--- config.mk ---
export PLATFORM = sky130hd
export DESIGN_NAME = psum_accumulator
export DESIGN_NICKNAME = d
export VERILOG_FILES = /design/src/rtl/psum_accumulator.sv
export SDC_FILE = /design/constraint.sdc
export NUM_CORES = 1
export LEC_CHECK = 0
export ABC_AREA = 1
export CORE_ASPECT_RATIO = 1.25
export CORE_MARGIN = 4
export CORE_UTILIZATION = 35
export CTS_CLUSTER_DIAMETER = 80
export DETAILED_ROUTE_END_ITERATION = 12
export SLEW_MARGIN = 20
export SYNTH_ARGS = -nofsm -noshare
export SYNTH_HDL_FRONTEND = slang
export SYNTH_SLANG_ARGS = --single-unit
--- constraint.sdc ---
create_clock -name clk -period 2.1 [get_ports clk]
set_input_delay 0.525 -clock clk [delete_from_list [all_inputs] [get_ports clk]]
set_output_delay 0.525 -clock clk [all_outputs]
set_load 0.005 [all_outputs]
--- src/rtl/psum_accumulator.sv ---
// Partial-sum accumulator: folds N consecutive PE products into one psum
// and holds it on a registered valid/ready port until the consumer takes it.
module psum_accumulator #(
  parameter int DATA_BITWIDTH  = 8,
  parameter int NUM_OF_CHANNEL = 1,
  parameter int KERNEL_SIZE    = 3,
  parameter int PSUM_BITWIDTH  = 2*DATA_BITWIDTH+4
) (
  input  logic                       clk,
  input  logic                       rstN,
  input  logic                       en,
  input  logic                       clear,
  input  logic                       wxi_valid,
  input  logic [2*DATA_BITWIDTH-1:0] wxi,
  output logic                       wxi_ready,
  output logic                       psum_valid,
  output logic [PSUM_BITWIDTH-1:0]   psum,
  input  logic                       psum_ready,
  output logic                       psum_ovf
);

  localparam int N  = NUM_OF_CHANNEL*KERNEL_SIZE;
  localparam int PW = PSUM_BITWIDTH;
  localparam int CW = (N > 1) ? $clog2(N) : 1;

  typedef enum logic {
    ACC,
    HOLD
  } state_t;

  state_t          state_q, state_d;
  logic [PW-1:0]   acc_q, acc_d;
  logic [CW-1:0]   cnt_q, cnt_d;
  logic [PW-1:0]   psum_q, psum_d;
  logic            vld_q, vld_d;
  logic            ovf_q, ovf_d;
  logic            term;
  logic            out_hs;
  logic            last;
  logic [PW:0]     sum;

  // acc and cnt are both zero in HOLD, so a term taken there
  // goes through the same add/last path as in ACC.
  always_comb begin
    state_d   = state_q;
    acc_d     = acc_q;
    cnt_d     = cnt_q;
    psum_d    = psum_q;
    vld_d     = vld_q;
    ovf_d     = ovf_q;
    wxi_ready = 1'b0;
    unique case (state_q)
      ACC:  wxi_ready = en;
      HOLD: wxi_ready = en & psum_ready;
      default: wxi_ready = 1'b0;
    endcase
    term   = wxi_valid & wxi_ready;
    out_hs = vld_q & psum_ready;
    sum    = {1'b0, acc_q} + (PW+1)'(wxi);
    last   = (cnt_q == CW'(N-1));
    if (clear) begin
      acc_d   = '0;
      cnt_d   = '0;
      vld_d   = 1'b0;
      ovf_d   = 1'b0;
      state_d = ACC;
    end else begin
      if (out_hs) begin
        vld_d   = 1'b0;
        state_d = ACC;
      end
      if (term) begin
        ovf_d = ovf_q | sum[PW];
        if (last) begin
          psum_d  = sum[PW-1:0];
          vld_d   = 1'b1;
          acc_d   = '0;
          cnt_d   = '0;
          state_d = HOLD;
        end else begin
          acc_d = sum[PW-1:0];
          cnt_d = cnt_q + CW'(1);
        end
      end
    end
  end

  always_ff @(posedge clk or negedge rstN) begin
    if (!rstN) begin
      state_q <= ACC;
      acc_q   <= '0;
      cnt_q   <= '0;
      psum_q  <= '0;
      vld_q   <= 1'b0;
      ovf_q   <= 1'b0;
    end else begin
      state_q <= state_d;
      acc_q   <= acc_d;
      cnt_q   <= cnt_d;
      psum_q  <= psum_d;
      vld_q   <= vld_d;
      ovf_q   <= ovf_d;
    end
  end

  assign psum_valid = vld_q;
  assign psum       = psum_q;
  assign psum_ovf   = ovf_q;

endmodule

==> results.cfg, run 1 <==
[status]
status = completed

[sta]
hold_viol_final = 0
max_clock_freq_mhz = 505
slew_viol_final = 0
rsz0062_at_grt = false
setup_tns_ns = 0
fin_crit_sh = 0.942
setup_viol = 0
fin_hold_ws_ns = 0.167
worst_pin_slew_ns = 0.503
fin_skew_ns = 0.00523
layout_setup_ws_ns = 0.122
fin_crit_ns = 1.98
relSlewSlack = 0.664

[synth]
syn-cell-area_um2 = 2830
synth.distinct_cells = 28
synth_edf_count = 0
synth-seq-cells = 45
syn_inst = 393
synthTopCellsByCount = nand2_1 (154), dfrtp_1 (45), inv_1 (39), nand3_1 (37), nor2_1 (27)
synth_xor_xnor_area_share = 0.0217
synth-async-reset-ratio = 1.00
syn_nets = 432
ys_warn_count = 0
synth_fa_ha_area_frac = 0.0779
synth_top_area_frac = 0.398
synth_seq_area_share = 0.398
synth_top_family_by_area = simple AND/OR/NAND/NOR gates
synth.most_common_cell = nand2_1
synth_area_per_cell_um2 = 7.20
ys_dominant_reg_cell = dfrtp_1
yosysTopAreaCell = dfrtp_1
synth_simple_gate_area_frac = 0.355
synth.area.top_cells = dfrtp_1 (40%), nand2_1 (20%), ha_1 (7.1%), nand3_1 (6.5%), inv_1 (5.2%)
synth_mux_area_frac = 0
synth_compound_area_frac = 0.0735

[layout]
regArea_um2 = 1130
fin_util = 0.520
multi_input_area_um2 = 1750
nets = 527
area_growth_syn_to_layout_pct = 44.2
nFillCells = 767
layoutNonFillerInstCount = 584
n_antenna_cell = 0
layout-drive-gt1-share = 0.239

[routing]
drc = 0
postRouteAntennaNets = 0
vias_per_cell = 4.85
wire_per_inst_um = 13.0
first_pass_iters = 4
wl_um = 7590
dr.first_iter.drc_count = 120
vias = 2833

[critical_path]
critical_path_required_ns = 2.30
r2r-start = acc_q[0]$_DFFE_PN0P_
worstPathMaxFanout = 4
crit_buf_inv = 2
ff2ff_setup_slack_ns = 0.30
cp.arrival_ns = 2.17
slowest_stage = clkdlybuf4s50_1
crit_type = input port to flip-flop
end_kind = flip-flop
r2r_end = psum[12]$_DFFE_PN0P_
cpLargestDelayFamily = buffers and inverters
path_common_cell = nand2_1
ff2ff_path_depth = 13
slowest_delay_ns = 0.51
startpoint_type = input port
crit_chain = clkdlybuf4s50_1 > ha_4 > buf_4 > nand2_1 > nand2_1 > o21bai_1 > nor2_1 > nand3b_1 > nand3_2 > nand2_1

[worst_hold_path]
hp-class = input port to async pin

[global_route]
grt_usage = 0.171
grt_pass1_wl_um = 13000
grt_start_max_net_pins = 29
grt_pass1_vias = 2882
globalRoute.totalOverflow = 0
antenna_found_initial = 0

[die]
row_count = 36
die_h_um = 108
initial_utilization = 0.361
io_pins = 45
core_area_um2 = 7840
die_width_um = 88.4
dieArea_um2 = 9590

[clock_network]
numCtsBuffers = 5
htree_levels = 2
root_buffer = clkbuf_8
path_clk_slew_ns = 0.09
clockBufferDepth = 2
cts_num_sinks = 45
tritoncts = yes
ctsHoldBuffers = 0
clk-insertion-delay-late_ns = 0.30

[job]
max_cap_viol_count = 0

[placement]
place.gp.congestion = 0.902
portBuffers = 44
place_ws_ns = -0.448
dp.cells = 574
dp_hpwl_um = 5930

[power]
power.density_nw_per_um2 = 550
vdd_drop_max_uv = 259
p_leak_nw = 2.08
-- metrics by stage --
| stage | power [mW] | instance area, um^2 |
|---|---|---|
| after detailed placement | 1.66 | 3710 |
| after global placement | 1.65 | 3710 |
| after global routing | 2.39 | 4080 |
| after floorplan | 1.30 | 2830 |
| after CTS | 2.20 | 3840 |
| final | 2.24 | 4080 |
-- worst max path at each step --
stage,start,cells after the start,end,slack (ns)
CTS,wxi[3],11,psum[13]$_DFFE_PN0P_,0.02
floorplan,wxi[0],13,psum[16]$_DFFE_PN0P_,0.16
finish,wxi[12],10,psum[13]$_DFFE_PN0P_,0.12
global placement,wxi[0],14,psum[12]$_DFFE_PN0P_,-0.40
global route,wxi[12],11,psum_ovf$_DFFE_PN0P_,0.005
detailed placement,wxi[0],14,acc_q[12]$_DFFE_PN0P_,-0.45
-- power breakdown --
part           total [mW]  switching, mW  internal (mW)
Sequential          0.993         0.0514          0.942
Combinational       0.718          0.338          0.380
Clock               0.530          0.299          0.231
-- repair_timing --
action,in CTS,in global routing
resized for setup,14,43
endpoints found under the setup margin,18,27
setup buffers,2,0
pin swaps,6,9
-- flip-flops by register name (all words and copies together) (netlist names) --
name	flops
cnt_q	2
psum_valid	1
psum	20
state_q	1
psum_ovf	1
acc_q	20
-- layer usage --
metal | share of wire | track usage
met3 | 0.027 | 0.0221
met2 | 0.51 | 0.299
met1 | 0.44 | 0.213
met5 | 0 | 0
met4 | 0.024 | 0.0605
-- kinds of logic (layout without fill, tap and decap cells) --
family,Yosys count,after routing
fa+ha+maj,17,17
xor+xnor,7,7
simple gates,238,238
buf+inv,50,146
flops,45,45
compound gates,36,36
-- cell usage in the layout (no fill, tap or decap), types with 2 or more instances in the layout --
master / n
a21oi_1: 8
a21oi_2: 3
a22o_1: 2
buf_4: 50
clkbuf_8: 5
clkdlybuf4s50_1: 38
clkinv_2: 2
dfrtp_1: 45
dlygate4sd2_1: 2
dlymetal6s2s_1: 3
ha_1: 4
ha_2: 2
ha_4: 10
inv_1: 36
inv_2: 7
nand2_1: 142
nand2_2: 13
nand3_1: 30
nand3_2: 8
nand3b_1: 9
nand4_1: 2
nor2_1: 22
nor2_2: 5
nor3_2: 4
o21ai_0: 17
xnor2_1: 2
xor2_1: 5
-- cell type report --
cell class / instances / area share
Multi-Input combinational cell: 298 / 0.430
Sequential cell: 45 / 0.276
Timing Repair Buffer: 95 / 0.205
Inverter: 43 / 0.0396
Tap cell: 95 / 0.0292
Clock buffer: 6 / 0.0178
Clock inverter: 2 / 0.00246
Power figures use the tool's default switching activity.
==> run 2: changes to the inputs <==
CAP_MARGIN = 20   (was not set)
CELL_PAD_IN_SITES_DETAIL_PLACEMENT = 0   (was not set)
CELL_PAD_IN_SITES_GLOBAL_PLACEMENT = 1   (was not set)
PLACE_DENSITY_LB_ADDON = 0.1   (was not set)
REMOVE_ABC_BUFFERS = 1   (was not set)
==> results.cfg, run 2 (same netlist as run 1, synthesis figures left out) <==
[layout]
stdcell_area_um2 = 4040
nets = 522
nFillCells = 806
mostFrequentLayoutCells = nand2_1 (145), dfrtp_1 (45), buf_4 (43)
layoutNonFillerInstCount = 579
area_growth_syn_to_layout_pct = 42.7
mostFrequentLayoutCell = nand2_1
fin_util = 0.515
layout-drive-gt1-share = 0.205
n_antenna_cell = 0

[critical_path]
startpoint_type = input port
end_kind = flip-flop
r2r_end = acc_q[16]$_DFFE_PN0P_
crit_type = input port to flip-flop
crit_start = wxi[2]
ff2ff_path_depth = 13
endpoint = acc_q[4]$_DFFE_PN0P_
worstPathMaxFanout = 5
cp.arrival_ns = 2.22
slowest_delay_ns = 0.47
path_common_cell = buf_4
r2r-start = acc_q[0]$_DFFE_PN0P_
crit_chain = clkdlybuf4s50_1 > ha_2 > buf_4 > nand3_1 > nand3_1 > buf_4 > buf_4 > xor2_1 > a22o_1
slowest_stage = clkdlybuf4s50_1
critical_path_required_ns = 2.30
ff2ff_setup_slack_ns = 0.20

[clock_network]
tritoncts = yes
numCtsBuffers = 5
clk-insertion-delay-late_ns = 0.31
path_clk_slew_ns = 0.08
ctsHoldBuffers = 0
cts_num_sinks = 45
root_buffer = clkbuf_8
htree_levels = 2
clockBufferDepth = 2

[sta]
worst_pin_slew_ns = 0.521
setup_tns_ns = 0
relSlewSlack = 0.652
slew_viol_final = 0
fin_crit_ns = 2.02
hold_viol_final = 0
fin_skew_ns = 0.0110
rsz0062_at_grt = true
layout_setup_ws_ns = 0.0845
setup_viol = 0
fin_crit_sh = 0.960
max_clock_freq_mhz = 496

[power]
pwr-share-clk = 0.291
power_frac_seq = 0.416
comb_power_share = 0.293
vdd_drop_max_uv = 323
switching_share = 0.286
p_int_mw = 1.70
p_leak_nw = 2.06
p_sw_mw = 0.680
power.density_nw_per_um2 = 589

[die]
initial_utilization = 0.361
io_pins = 45
dieArea_um2 = 9590
row_count = 36
die_width_um = 88.4
die_h_um = 108
core_area_um2 = 7840

[placement]
dp.cells = 569
dp_hpwl_um = 6100
portBuffers = 44
place.gp.congestion = 0.865
place_ws_ns = -0.514
placed_cell_area_um2 = 3700

[routing]
dr.first_iter.drc_count = 76
first_pass_iters = 4
vias_per_cell = 4.74
postRouteAntennaNets = 0
wl_um = 7870
vias = 2747
wire_per_inst_um = 13.6
drc = 0

[global_route]
grt_usage = 0.178
antenna_found_initial = 0
grt_pass1_vias = 2871
globalRoute.totalOverflow = 0
grt_pass1_wl_um = 13200
grt_start_max_net_pins = 30

[job]
max_cap_viol_count = 0

[worst_hold_path]
hp-class = input port to async pin

[status]
status = completed
run 2: layout make-up:
type                       count  area [um^2]  share of cell area
clock buffer                   7         86.3              0.0214
timing repair buffer          90          821               0.203
sequential                    45         1130               0.279
clock inverter                 1         30.0             0.00744
multi-input combinational    298         1690               0.419
tap                           95          119              0.0295
inverter                      43          161              0.0400
run 2: worst min path at each step:
stage	to	cells after the start	from	slack [ns]
4_1_cts	acc_q[4]$_DFFE_PN0P_	1	rstN	0.18
2_1_floorplan	acc_q[0]$_DFFE_PN0P_	0	rstN	0.23
3_3_place_gp	cnt_q[0]$_DFFE_PN0P_	1	cnt_q[1]$_DFFE_PN0P_	0.44
3_5_place_dp	cnt_q[0]$_DFFE_PN0P_	1	cnt_q[1]$_DFFE_PN0P_	0.46
5_1_grt	psum[6]$_DFFE_PN0P_	1	rstN	0.19
6_report	psum[6]$_DFFE_PN0P_	1	rstN	0.17
run 2: layer usage:
layer  routed length [um]  up-vias  global-route usage
met5                    0        -                   0
li1                     -     1430                   -
met1                 3440     1262               0.210
met2                 3970       40               0.316
met4                  218        0              0.0724
met3                  252       15              0.0305
run 2: power groups by stage:
| stage | Clock (mW) | Combinational [mW] | Sequential [mW] |
|---|---|---|---|
| 2_1_floorplan | 0 | 0.296 | 1.00 |
| 3_3_place_gp | 0 | 0.648 | 0.999 |
| 3_5_place_dp | 0 | 0.651 | 1.00 |
| 4_1_cts | 0.723 | 0.661 | 0.985 |
| 5_1_grt | 0.752 | 0.787 | 1.00 |
| 6_report | 0.691 | 0.698 | 0.990 |
run 2: critical path, delay by kind of cell:
family                     cells  cell delay [ns]
xor gates and xnor gates       1             0.14
buffers and inverters          4             0.89
AOI/OAI and AO/OA              1             0.19
and+or+nand+nor                2             0.16
adders and majority gates      1             0.31
run 2: stage by stage:
stage	hold slack [ns]	total power [mW]
after floorplan	0.229	1.30
after detailed placement	0.455	1.65
final	0.172	2.38
after global routing	0.193	2.54
after CTS	0.179	2.37
after global placement	0.444	1.65
run 2: repair_timing:
| action | 4_1_cts | 5_1_grt |
|---|---|---|
| endpoints found under the setup margin | 17 | 24 |
| setup buffers | 2 | 0 |
| pin swaps | 6 | 4 |
| gates resized for setup | 11 | 32 |
